[src/rtl/matrix_print_engine_pkg.sv]
// Shared types and ASCII constants for the matrix print engine.
// Optional header line is enabled by defining PRINT_HEADER_EN.
package matrix_print_engine_pkg;

  typedef enum logic [3:0] {
    ST_IDLE,
    ST_LOAD_DIM,
    ST_HDR_MH,
    ST_HDR_ML,
    ST_HDR_X,
    ST_HDR_NH,
    ST_HDR_NL,
    ST_FETCH,
    ST_WAIT,
    ST_CONVERT,
    ST_SIGN,
    ST_DIGIT,
    ST_SEP,
    ST_CR,
    ST_LF,
    ST_DONE
  } state_t;

  localparam logic [3:0] MODE_P1 = 4'd1;
  localparam logic [3:0] MODE_P2 = 4'd2;
  localparam logic [3:0] MODE_P3 = 4'd3;
  localparam logic [3:0] MODE_P5 = 4'd5;

  localparam logic [7:0] ASC_SP    = 8'h20;
  localparam logic [7:0] ASC_CR    = 8'h0d;
  localparam logic [7:0] ASC_LF    = 8'h0a;
  localparam logic [7:0] ASC_MINUS = 8'h2d;
  localparam logic [7:0] ASC_ZERO  = 8'h30;
  localparam logic [7:0] ASC_ONE   = 8'h31;
  localparam logic [7:0] ASC_X     = 8'h78;

  function automatic logic is_print_mode(
    input logic [3:0] m
  );
    return (m == MODE_P1) || (m == MODE_P2) ||
           (m == MODE_P3) || (m == MODE_P5);
  endfunction

  function automatic logic [7:0] ascii_digit(
    input logic [3:0] d
  );
    return ASC_ZERO + {4'h0, d};
  endfunction

endpackage

[src/rtl/dec_digit_serializer.sv]
// Iterative divide-by-10: emits decimal digits of an unsigned value,
// least significant first, one digit per DATA_W+1 cycles.
module dec_digit_serializer #(
  parameter int DATA_W = 32
) (
  input  logic              clk,
  input  logic              rst_n,
  input  logic              start,
  input  logic [DATA_W-1:0] value,
  output logic              busy,
  output logic              digit_valid,
  output logic [3:0]        digit,
  output logic              done
);

  localparam int CNT_W = $clog2(DATA_W + 1);
  localparam logic [CNT_W-1:0] CNT_LAST =
    CNT_W'(DATA_W);

  logic [DATA_W-1:0] quo;
  logic [3:0]        rem;
  logic [CNT_W-1:0]  cnt;
  logic              busy_q;
  logic [4:0]        rem_sh;
  logic [4:0]        rem_sub;
  logic              ge;

  always_comb begin
    rem_sh  = {rem, quo[DATA_W-1]};
    ge      = rem_sh >= 5'd10;
    rem_sub = rem_sh - 5'd10;
  end

  assign busy        = busy_q;
  assign digit_valid = busy_q && (cnt == CNT_LAST);
  assign digit       = rem;
  assign done        = digit_valid && (quo == '0);

  always_ff @(posedge clk or negedge rst_n) begin
    if (!rst_n) begin
      quo    <= '0;
      rem    <= '0;
      cnt    <= '0;
      busy_q <= 1'b0;
    end else if (start && !busy_q) begin
      quo    <= value;
      rem    <= '0;
      cnt    <= '0;
      busy_q <= 1'b1;
    end else if (busy_q) begin
      if (cnt == CNT_LAST) begin
        // quotient becomes the next dividend
        if (quo == '0) begin
          busy_q <= 1'b0;
        end else begin
          rem <= '0;
          cnt <= '0;
        end
      end else begin
        quo <= {quo[DATA_W-2:0], ge};
        rem <= ge ? rem_sub[3:0] : rem_sh[3:0];
        cnt <= cnt + CNT_W'(1);
      end
    end
  end

endmodule

[src/rtl/matrix_print_engine.sv]
// Walks a matrix over read port A and streams it as ASCII text.
// Define PRINT_HEADER_EN to prefix the stream with "<m>x<n>\r\n".
module matrix_print_engine
  import matrix_print_engine_pkg::*;
#(
  parameter int DATA_W     = 32,
  parameter int ID_W       = 7,
  parameter int DIM_W      = 4,
  parameter int MAX_DIGITS = 10
) (
  input  logic              clk,
  input  logic              rst_n,
  input  logic              print_req,
  input  logic [3:0]        print_mode,
  input  logic [ID_W-1:0]   print_target_id,
  input  logic [DIM_W-1:0]  dim_m,
  input  logic [DIM_W-1:0]  dim_n,
  input  logic [DATA_W-1:0] mem_data,
  output logic [ID_W-1:0]   printer_id,
  output logic [DIM_W-1:0]  printer_row,
  output logic [DIM_W-1:0]  printer_col,
  output logic              printer_active,
  output logic [7:0]        tx_data,
  output logic              tx_valid,
  input  logic              tx_ready,
  output logic              print_done
);

  localparam int IDX_W = $clog2(MAX_DIGITS + 1);

  state_t             state, state_nx;
  logic [3:0]         mode_q;
  logic [DIM_W-1:0]   m_q, n_q;
  logic               neg_q;
  logic               nl_only;
  logic               hdr_line;
  logic [IDX_W-1:0]   ndig;
  logic [3:0]         dig_buf [MAX_DIGITS];

  logic               go_nl;
  logic               row_end;
  logic               last;
  logic               xfer;
  logic [DATA_W-1:0]  mag;
  logic               ser_start;
  logic               ser_busy;
  logic               ser_dv;
  logic [3:0]         ser_dig;
  logic               ser_done;

  assign go_nl = !is_print_mode(mode_q) ||
                 (dim_m == '0) || (dim_n == '0);
  assign row_end = printer_col == n_q - DIM_W'(1);
  assign last = row_end &&
                (printer_row == m_q - DIM_W'(1));
  assign xfer = tx_valid && tx_ready;
  assign mag = mem_data[DATA_W-1] ?
               (~mem_data + DATA_W'(1)) : mem_data;
  assign printer_active = state != ST_IDLE;
  assign print_done = state == ST_DONE;

`ifdef PRINT_HEADER_EN
  function automatic logic [3:0] dec_lo(
    input logic [DIM_W-1:0] v
  );
    return 4'(v >= DIM_W'(10) ? v - DIM_W'(10) : v);
  endfunction
`endif

  dec_digit_serializer #(
    .DATA_W(DATA_W)
  ) u_ser (
    .clk        (clk),
    .rst_n      (rst_n),
    .start      (ser_start),
    .value      (mag),
    .busy       (ser_busy),
    .digit_valid(ser_dv),
    .digit      (ser_dig),
    .done       (ser_done)
  );

  always_comb begin
    state_nx  = state;
    tx_valid  = 1'b0;
    tx_data   = 8'h00;
    ser_start = 1'b0;
    unique case (state)
      ST_IDLE: begin
        if (print_req) state_nx = ST_LOAD_DIM;
      end
      ST_LOAD_DIM: begin
        if (go_nl) begin
          state_nx = ST_CR;
        end else begin
`ifdef PRINT_HEADER_EN
          state_nx = (dim_m >= DIM_W'(10)) ?
                     ST_HDR_MH : ST_HDR_ML;
`else
          state_nx = ST_FETCH;
`endif
        end
      end
`ifdef PRINT_HEADER_EN
      ST_HDR_MH: begin
        tx_valid = 1'b1;
        tx_data  = ASC_ONE;
        if (tx_ready) state_nx = ST_HDR_ML;
      end
      ST_HDR_ML: begin
        tx_valid = 1'b1;
        tx_data  = ascii_digit(dec_lo(m_q));
        if (tx_ready) state_nx = ST_HDR_X;
      end
      ST_HDR_X: begin
        tx_valid = 1'b1;
        tx_data  = ASC_X;
        if (tx_ready)
          state_nx = (n_q >= DIM_W'(10)) ?
                     ST_HDR_NH : ST_HDR_NL;
      end
      ST_HDR_NH: begin
        tx_valid = 1'b1;
        tx_data  = ASC_ONE;
        if (tx_ready) state_nx = ST_HDR_NL;
      end
      ST_HDR_NL: begin
        tx_valid = 1'b1;
        tx_data  = ascii_digit(dec_lo(n_q));
        if (tx_ready) state_nx = ST_CR;
      end
`endif
      ST_FETCH: state_nx = ST_WAIT;
      ST_WAIT: begin
        ser_start = !ser_busy;
        if (!ser_busy) state_nx = ST_CONVERT;
      end
      ST_CONVERT: begin
        if (ser_done)
          state_nx = neg_q ? ST_SIGN : ST_DIGIT;
      end
      ST_SIGN: begin
        tx_valid = 1'b1;
        tx_data  = ASC_MINUS;
        if (tx_ready) state_nx = ST_DIGIT;
      end
      ST_DIGIT: begin
        tx_valid = 1'b1;
        tx_data  = ascii_digit(
                     dig_buf[ndig - IDX_W'(1)]);
        if (tx_ready && ndig == IDX_W'(1))
          state_nx = row_end ? ST_CR : ST_SEP;
      end
      ST_SEP: begin
        tx_valid = 1'b1;
        tx_data  = ASC_SP;
        if (tx_ready) state_nx = ST_FETCH;
      end
      ST_CR: begin
        tx_valid = 1'b1;
        tx_data  = ASC_CR;
        if (tx_ready) state_nx = ST_LF;
      end
      ST_LF: begin
        tx_valid = 1'b1;
        tx_data  = ASC_LF;
        if (tx_ready) begin
          if (hdr_line)
            state_nx = ST_FETCH;
          else if (nl_only || last)
            state_nx = ST_DONE;
          else
            state_nx = ST_FETCH;
        end
      end
      ST_DONE: state_nx = ST_IDLE;
      default: state_nx = ST_IDLE;
    endcase
  end

  always_ff @(posedge clk or negedge rst_n) begin
    if (!rst_n) begin
      state       <= ST_IDLE;
      printer_id  <= '0;
      printer_row <= '0;
      printer_col <= '0;
      mode_q      <= '0;
      m_q         <= '0;
      n_q         <= '0;
      neg_q       <= 1'b0;
      nl_only     <= 1'b0;
      hdr_line    <= 1'b0;
      ndig        <= '0;
      for (int i = 0; i < MAX_DIGITS; i++)
        dig_buf[i] <= '0;
    end else begin
      state <= state_nx;
      if (state == ST_IDLE && print_req) begin
        printer_id <= print_target_id;
        mode_q     <= print_mode;
      end
      if (state == ST_LOAD_DIM) begin
        m_q     <= dim_m;
        n_q     <= dim_n;
        nl_only <= go_nl;
`ifdef PRINT_HEADER_EN
        hdr_line <= !go_nl;
`else
        hdr_line <= 1'b0;
`endif
      end
      if (ser_start) neg_q <= mem_data[DATA_W-1];
      if (ser_dv && ndig < IDX_W'(MAX_DIGITS)) begin
        dig_buf[ndig] <= ser_dig;
        ndig          <= ndig + IDX_W'(1);
      end
      if (state == ST_DIGIT && xfer)
        ndig <= ndig - IDX_W'(1);
      if (state == ST_SEP && xfer)
        printer_col <= printer_col + DIM_W'(1);
      if (state == ST_LF && xfer) begin
        // row-major wrap; the final element returns to (0,0)
        if (hdr_line) begin
          hdr_line <= 1'b0;
        end else if (!nl_only) begin
          printer_col <= '0;
          printer_row <= last ? '0 :
                         printer_row + DIM_W'(1);
        end
      end
    end
  end

endmodule
[config.mk]
export PLATFORM = sky130hd
export DESIGN_NAME = matrix_print_engine
export DESIGN_NICKNAME = d
export VERILOG_FILES = /design/src/rtl/matrix_print_engine_pkg.sv /design/src/rtl/dec_digit_serializer.sv /design/src/rtl/matrix_print_engine.sv
export SDC_FILE = /design/constraint.sdc
export NUM_CORES = 1
export LEC_CHECK = 0
export CAP_MARGIN = 10
export CELL_PAD_IN_SITES_DETAIL_PLACEMENT = 0
export CELL_PAD_IN_SITES_GLOBAL_PLACEMENT = 1
export CORE_UTILIZATION = 48
export CTS_CLUSTER_SIZE = 14
export DETAILED_ROUTE_END_ITERATION = 8
export PLACE_DENSITY = 0.85
export SKIP_LAST_GASP = 1
export SYNTH_ARGS = -nofsm -noshare
export SYNTH_HDL_FRONTEND = slang
export SYNTH_HIERARCHICAL = 1
export SYNTH_SLANG_ARGS = --single-unit
[constraint.sdc]
create_clock -name clk -period 7.6 [get_ports clk]
set_clock_uncertainty 0.2 [all_clocks]
set_input_delay 1.9 -clock clk [delete_from_list [all_inputs] [get_ports clk]]
set_output_delay 1.9 -clock clk [all_outputs]
set_load 0.05 [all_outputs]
==> tab_implementation.tex, run 1 <==
\begin{tabular}{lr}
\hline
Metric & Value \\
\hline
\multicolumn{2}{l}{\textbf{Outcome}} \\
Run status & complete, no violations \\
\multicolumn{2}{l}{\textbf{STA}} \\
Worst setup margin & 1.96 ns \\
Setup violations, final & 0 \\
Max-Slew Margin vs Limit & roughly 22\% \\
Summed negative setup slack over all endpoints & 0 ns \\
Min Hold Slack & 0.301 ns \\
Max Clk Rate & between 150 and 200 MHz \\
Max-slew violations & 0 \\
Min Tclk post-route & 5.64 ns \\
Unrepaired setup endpoints after global routing & no \\
Measured slew at the worst slew-check pin & between 1 and 1.5 ns \\
Fraction of the cycle the final worst path needs & 74.2\% \\
Final Hold Violating Endpoints & 0 \\
\multicolumn{2}{l}{\textbf{Synth}} \\
Number of enable flip-flop cells after synthesis & 0 \\
Synth area leaders & dfrtp\_1 44\%, mux2\_2 10\%, mux2i\_1 5.9\%, xnor2\_1 5.2\%, nor2\_1 3.2\% \\
Share of Yosys cell area claimed by the top area cell type & about 44\% \\
Async set-reset flop share out of synthesis & 100\% \\
Predominant post-synthesis flop cell & dfrtp\_1 \\
Dominant combinational cell family by area after synthesis & multiplexers \\
Synthesized instance count & 676 \\
Post-Synth Simple-Gate Area & between 10\% and 20\% \\
Post-synthesis cell type count & 64 \\
Average cell area after synthesis & 10.3 um2 \\
Post-synth top area cell & dfrtp\_1 \\
Portion of netlist area occupied by mux cells & 17.3\% \\
Share of synthesized area occupied by flip-flops and latches & 43.6\% \\
List of most frequent post-synthesis cells & 121 x dfrtp\_1, 62 x mux2\_2, 60 x nor2\_1, 46 x nand2\_1, 44 x a21oi\_1 \\
Complex-gate fraction of the synthesized area & approximately 12\% \\
Netlist Area Pre-Place & $\sim$7000 um2 \\
Post-synthesis share of cell area spent on xor and xnor gates & 6.96\% \\
Count leader, synth & dfrtp\_1 \\
Number of warnings reported in the yosys synthesis log & 6 \\
Adder and majority cell fraction of the synthesized area & 2.34\% \\
Post-synthesis register bit count & 121 \\
\multicolumn{2}{l}{\textbf{Clocking}} \\
Buffer levels on the longest clock path & 2 \\
Clock latency reported for the late side of the worst-skew pair & $\sim$0.41 ns \\
Buffer count from post-CTS setup fixing & 0 \\
CTS HTree Levels & 4 \\
Cts repair resizes & 0 \\
Hold\_buf cts & 0 \\
\# clock sinks & approximately 120 \\
TritonCTS clock tree & yes \\
Clock Pin Slew Worst Setup and Hold Paths & roughly 0.050 ns \\
Master cell of the clock root buffer & clkbuf\_16 \\
Number of buffers inserted during clock tree synthesis & 17 \\
\multicolumn{2}{l}{\textbf{GRT}} \\
Leftover overflow at the end of global routing & 0 \\
First-pass GRT wire length & 26,600 um \\
Total Routing Usage GR & 22.9\% \\
Number of global-route vias before repair & 5,370 \\
Number of antenna violations at the first check in global routing & 0 \\
Largest net degree at the start of global routing & 78 \\
\multicolumn{2}{l}{\textbf{Power and ir drop}} \\
Lkg Pwr & 3.46 nW \\
Worst-case vdd ir drop & 0.143 mV \\
Power per cell area & $\sim$370 nW/um2 \\
\multicolumn{2}{l}{\textbf{Detailed routing}} \\
Number of detailed-routing iterations run before antenna repair & 7 \\
Total via count in the routed design & 5,379 \\
Per-cell routed wire length & 17.1 um \\
Remaining antenna violation count after routing & 0 \\
Total Wirelength & 15,900 um \\
Number of vias per cell after detailed routing & 5.78 \\
Drc violations & 0 \\
Number of DRC markers in iteration 0 & 359 \\
\multicolumn{2}{l}{\textbf{Placed design}} \\
Placed Cells & 898 \\
Instance area at placement & 7830 um2 \\
Post-detail-place hpwl & 11,200 um \\
Post-place setup slack & $\sim$2.4 ns \\
RD Place Congestion & 0.845 \\
\# port buffers & 78 \\
\multicolumn{2}{l}{\textbf{Die}} \\
Number of core rows & 43 \\
Overall die height & 122 um \\
Die width & 122 um \\
Initial standard-cell utilization of the core & just under 50\% \\
Die area & between 10,000 and 15,000 um2 \\
Core box area & about 14,000 um2 \\
I/O pins & 81 \\
\multicolumn{2}{l}{\textbf{Setup path}} \\
Worst path arrival time & 3.54 ns \\
Critical Path Source & ndig[0] \\
Startpoint type of the worst setup path & flop \\
Worst setup EP type & primary output \\
Required time at the endpoint of the critical path & 5.50 ns \\
Origin of the critical flop-to-flop path & u\_ser/cnt[0] \\
Worst Path Max Fanout & 24 \\
Crit Path Class & reg -> out \\
FF-to-FF path depth & 11 \\
\multicolumn{2}{l}{\textbf{Run}} \\
Max-cap violations & 0 \\
\multicolumn{2}{l}{\textbf{Min path}} \\
Hold Path Origin & printer\_id[6] \\
Class of the tightest hold or removal check & reg -> reg \\
WHS Path Cells & 1 \\
\multicolumn{2}{l}{\textbf{Final layout}} \\
Antenna Cells & 0 \\
Fill cell instance count of the final layout & 1,169 \\
Fraction of final layout cells sized beyond drive strength 1 & 15.6\% \\
Total number of nets in the final design & just over 800 \\
Fin area & 8430 um2 \\
Post-layout instance count excluding filler cells & 930 \\
Syn-to-layout area delta & 21.4\% \\
\hline
\end{tabular}
[per-stage QoR]
step / util, % / power [W]
floorplan: - / 0.00193
detailed placement: 55.9 / 0.00227
CTS: 60.3 / 0.00312
global placement: 55.9 / 0.00223
finish: 60.3 / 0.00310
global route: 60.3 / 0.00330
[power breakdown]
group          internal, W  switching [W]  leakage [nW]
registers         0.000824       0.000249          1.47
logic             0.000515       0.000683          1.69
clock network     0.000532       0.000295         0.289
total              0.00187        0.00123          3.46
[registers in the layout, indices dropped and copies added (netlist names)]
name and count:
dig_buf 40, u_ser/quo 32, printer_id 7, u_ser/cnt 6
m_q 4, mode_q 4, n_q 4, ndig 4
printer_col 4, printer_row 4, state 4, u_ser/digit 4
hdr_line 1, neg_q 1, nl_only 1, u_ser/busy 1
[placed cells by master (no fill, tap or decap), types with 17 or more instances in the layout]
cell / netlist / routed
nor2_1: 60 / 60
mux2i_1: 41 / 41
nand3_1: 19 / 19
a21oi_1: 44 / 44
dfrtp_1: 121 / 121
nor4_1: 17 / 17
xnor2_1: 41 / 41
mux2_2: 62 / 62
clkdlybuf4s50_1: 0 / 77
clkbuf_16: 0 / 17
o21ai_0: 24 / 24
nand2_1: 46 / 46
inv_1: 20 / 20
[worst paths after layout]
kind                                 end  slack [ns]
max                           tx_data[1]        1.96
min                        printer_id[6]        0.30
max reg2reg                     state[2]        4.43
min reg2reg                printer_id[6]        0.30
max in group asynchronous       state[3]        4.53
min in group asynchronous        ndig[1]        1.30
[cell type report]
cell class | count | area [um2] | area share, %
Timing Repair Buffer | 81 | 801 | 9.50
Clock inverter | 11 | 145 | 1.72
Tap cell | 180 | 225 | 2.67
Clock buffer | 21 | 460 | 5.46
Inverter | 21 | 78.8 | 0.935
Multi-Input combinational cell | 495 | 3690 | 43.8
Sequential cell | 121 | 3030 | 35.9
[layer usage]
| layer | vias to the layer above | track usage [%] | share of wire, % |
|---|---|---|---|
| met4 | 0 | 6.63 | 0.67 |
| met3 | 10 | 5.76 | 4.0 |
| met2 | 117 | 37.5 | 51 |
| li1 | 2565 | - | - |
| met5 | - | 0 | 0 |
| met1 | 2687 | 30.0 | 45 |
[logic make-up after synthesis]
logic type / Yosys count
buf+inv: 61
xor+xnor: 52
mux: 107
flops: 121
fa+ha+maj: 13
compound gates: 122
other cells: 1
simple gates: 199
[critical path: stages, from the launching register on]
cell             delay, ns
dfrtp_1               0.32
buf_4                 0.31
inv_1                 0.18
ha_1                  0.66
mux4_2                0.31
nand2_1               0.05
a31o_2                0.26
o21ai_0               0.20
clkdlybuf4s50_1       0.84
(Power assumes the default switching activity.)
==> inputs of run 2 (changes only) <==
--- a/config.mk
+++ b/config.mk
@@ -8,10 +8,10 @@
 export CAP_MARGIN = 10
 export CELL_PAD_IN_SITES_DETAIL_PLACEMENT = 0
 export CELL_PAD_IN_SITES_GLOBAL_PLACEMENT = 1
-export CORE_UTILIZATION = 48
+export CORE_UTILIZATION = 40
 export CTS_CLUSTER_SIZE = 14
 export DETAILED_ROUTE_END_ITERATION = 8
-export PLACE_DENSITY = 0.85
+export PLACE_DENSITY = 0.75
 export SKIP_LAST_GASP = 1
 export SYNTH_ARGS = -nofsm -noshare
 export SYNTH_HDL_FRONTEND = slang
==> constraint.sdc (replaced) <==
create_clock -name clk -period 4.9 [get_ports clk]
set_clock_uncertainty 0.2 [all_clocks]
set_input_delay 1.225 -clock clk [delete_from_list [all_inputs] [get_ports clk]]
set_output_delay 1.225 -clock clk [all_outputs]
set_load 0.05 [all_outputs]
==> tab_implementation.tex, run 2 (synthesis gave the netlist of run 1 again) <==
\begin{tabular}{lr}
\hline
Metric & Value \\
\hline
\multicolumn{2}{l}{\textbf{Power and ir drop}} \\
Switching component of the power & about 0.0019 W \\
Switch share & 39.1\% \\
Clock share of power & 26.5\% \\
Internal power contribution & 0.00292 W \\
Lkg Pwr & 3.49 nW \\
Worst-case vdd ir drop & 0.295 mV \\
Overall power & 0.00480 W \\
Power per cell area & 565 nW/um2 \\
Portion of total power attributed to sequential cells & 34.7\% \\
Combinational power share & 38.8\% \\
\multicolumn{2}{l}{\textbf{Setup path}} \\
FF-to-FF path depth & 10 \\
Slowest library cell on the worst path & dfrtp\_1 \\
Startpoint type of the worst setup path & flop \\
Register-to-Register Setup Slack & 1.77 ns \\
Number of buffer and inverter stages on the critical path & 2 \\
Crit Path Class & reg -> out \\
Total number of cells along the worst setup path & 8 \\
Required time at the endpoint of the critical path & 3.47 ns \\
CP Capture Point & tx\_data[0] \\
Terminus of the critical flop-to-flop path & state[2] \\
Critical Path Source & ndig[1] \\
Stage delay of the slowest cell on the critical path & 0.46 ns \\
Worst path arrival time & 2.84 ns \\
Crit path max-delay family & compound AO/OA/AOI/OAI gates \\
Worst Path Max Fanout & 8 \\
Cells along the critical path & inv\_1, ha\_1, xor2\_1, a2111oi\_0, a31oi\_1, nand4\_1, a41oi\_1, buf\_4 \\
Origin of the critical flop-to-flop path & u\_ser/cnt[0] \\
Worst setup EP type & primary output \\
\multicolumn{2}{l}{\textbf{Die}} \\
Overall die height & 134 um \\
Die area & 17,900 um2 \\
Die width & between 100 and 150 um \\
Number of core rows & 47 \\
I/O pins & 81 \\
Initial standard-cell utilization of the core & 41.4\% \\
Core box area & 16,800 um2 \\
\multicolumn{2}{l}{\textbf{Clocking}} \\
Clock Pin Slew Worst Setup and Hold Paths & 0.05 ns \\
\# clock sinks & 121 \\
Cts repair resizes & 0 \\
Buffer levels on the longest clock path & 2 \\
Number of buffers inserted during clock tree synthesis & 17 \\
Master cell of the clock root buffer & clkbuf\_16 \\
TritonCTS clock tree & yes \\
Hold\_buf cts & 0 \\
CTS HTree Levels & 4 \\
Clock latency reported for the late side of the worst-skew pair & 0.41 ns \\
Buffer count from post-CTS setup fixing & 0 \\
\multicolumn{2}{l}{\textbf{Min path}} \\
Class of the tightest hold or removal check & reg -> reg \\
\multicolumn{2}{l}{\textbf{STA}} \\
Min Hold Slack & 0.302 ns \\
Max-Slew Margin vs Limit & 29.3\% \\
Fraction of the cycle the final worst path needs & 87.0\% \\
Unrepaired setup endpoints after global routing & no \\
Min Tclk post-route & 4.26 ns \\
Setup violations, final & 0 \\
Max Clk Rate & 234 MHz \\
Final Hold Violating Endpoints & 0 \\
Max-slew violations & 0 \\
Summed negative setup slack over all endpoints & 0 ns \\
Measured slew at the worst slew-check pin & 1.06 ns \\
\multicolumn{2}{l}{\textbf{Placed design}} \\
\# port buffers & 78 \\
RD Place Congestion & 0.831 \\
Post-detail-place hpwl & roughly 11,000 um \\
\multicolumn{2}{l}{\textbf{Final layout}} \\
Biggest regs & dig\_buf x40, u\_ser/quo x32, printer\_id x7 \\
Syn-to-layout area delta & 22.3\% \\
Multi-input gate area in the final layout & 3690 um2 \\
Most used cells in the layout excluding fill and tap cells & 121 x dfrtp\_1, 73 x clkdlybuf4s50\_1, 62 x mux2\_2 \\
Antenna Cells & 0 \\
Leading cell type in the layout, fill and taps excluded & dfrtp\_1 \\
Fill cell instance count of the final layout & 1,520 \\
Total number of nets in the final design & around 800 \\
Sequential Area & 3030 um2 \\
Register with the most flip-flops & dig\_buf \\
Post-route core utilization & 50.7\% \\
Max FFs per register & 40 \\
Fraction of final layout cells sized beyond drive strength 1 & 16.4\% \\
\multicolumn{2}{l}{\textbf{GRT}} \\
Leftover overflow at the end of global routing & 0 \\
Number of antenna violations at the first check in global routing & 0 \\
Number of global-route vias before repair & 5,335 \\
Total Routing Usage GR & around a fifth \\
First-pass GRT wire length & 26,500 um \\
Largest net degree at the start of global routing & 49 \\
\multicolumn{2}{l}{\textbf{Detailed routing}} \\
Total via count in the routed design & between 5,000 and 6,000 \\
Number of detailed-routing iterations run before antenna repair & 5 \\
Per-cell routed wire length & 16.2 um \\
Total Wirelength & $\sim$16,000 um \\
Number of DRC markers in iteration 0 & about 340 \\
Drc violations & 0 \\
Number of vias per cell after detailed routing & about 5.3 \\
Remaining antenna violation count after routing & 0 \\
\multicolumn{2}{l}{\textbf{Outcome}} \\
Run status & complete, no violations \\
\multicolumn{2}{l}{\textbf{Run}} \\
Max-cap violations & 0 \\
\hline
\end{tabular}
-- run 2: changes by cell type in the layout (fill, tap and decap cells not counted) --
cell and delta:
buf_4 +7, clkbuf_8 +2, clkdlybuf4s50_1 -4, clkinv_2 +1
clkinv_4 -1, clkinvlp_4 -2, inv_6 -1
-- run 2: worst min path at each step --
stage / start / end / slack (ns) / cells past startpoint
after floorplan: dig_buf[24] / dig_buf[24] / 0.27 / 1
after global placement: dig_buf[13] / dig_buf[13] / 0.28 / 1
after detailed placement: printer_id[6] / printer_id[6] / 0.29 / 1
after CTS: dig_buf[7] / dig_buf[7] / 0.30 / 1
after global routing: dig_buf[20] / dig_buf[20] / 0.31 / 1
final: printer_id[6] / printer_id[6] / 0.30 / 1
-- run 2: per-layer routing --
layer,vias to the layer above,track usage [%],wire length (um)
met1,2516,24.0,7260
met2,121,31.1,7830
met3,8,4.15,561
met5,-,0,0
met4,0,6.44,92
li1,2554,-,-
-- run 2: final cells by class --
type                       instances  area share (%)
tap                              220            3.24
inverter                          21           0.928
timing repair buffer              84            9.58
clock inverter                     8            1.38
sequential                       121            35.7
multi-input combinational        495            43.5
clock buffer                      23            5.75
-- run 2: worst reg2reg max path, cell delays in order (launching register included) --
cell	delay [ns]
dfrtp_1	0.41
inv_1	0.10
ha_1	0.16
nor4b_4	0.36
nand3_2	0.19
or3_1	0.46
inv_1	0.06
nand2b_1	0.09
a211oi_1	0.09
a2111o_1	0.51
a221o_1	0.37
-- run 2: per-stage QoR --
step / area, um2 / setup slack, ns / std cells
2_1_floorplan: 6950 / 0.0649 / 677
3_3_place_gp: 7890 / 1.02 / 941
3_5_place_dp: 7890 / 0.932 / 941
4_1_cts: 8490 / 0.646 / 972
5_1_grt: 8490 / 0.459 / 972
6_report: 8490 / 0.635 / 972
-- run 2: power by group through the flow --
stage          combinational, W  sequential (W)  clock [W]
6_report                0.00186         0.00166    0.00127
5_1_grt                 0.00205         0.00172    0.00135
4_1_cts                 0.00187         0.00166    0.00130
3_5_place_dp            0.00186         0.00167          0
3_3_place_gp            0.00182         0.00166          0
2_1_floorplan           0.00134         0.00165          0
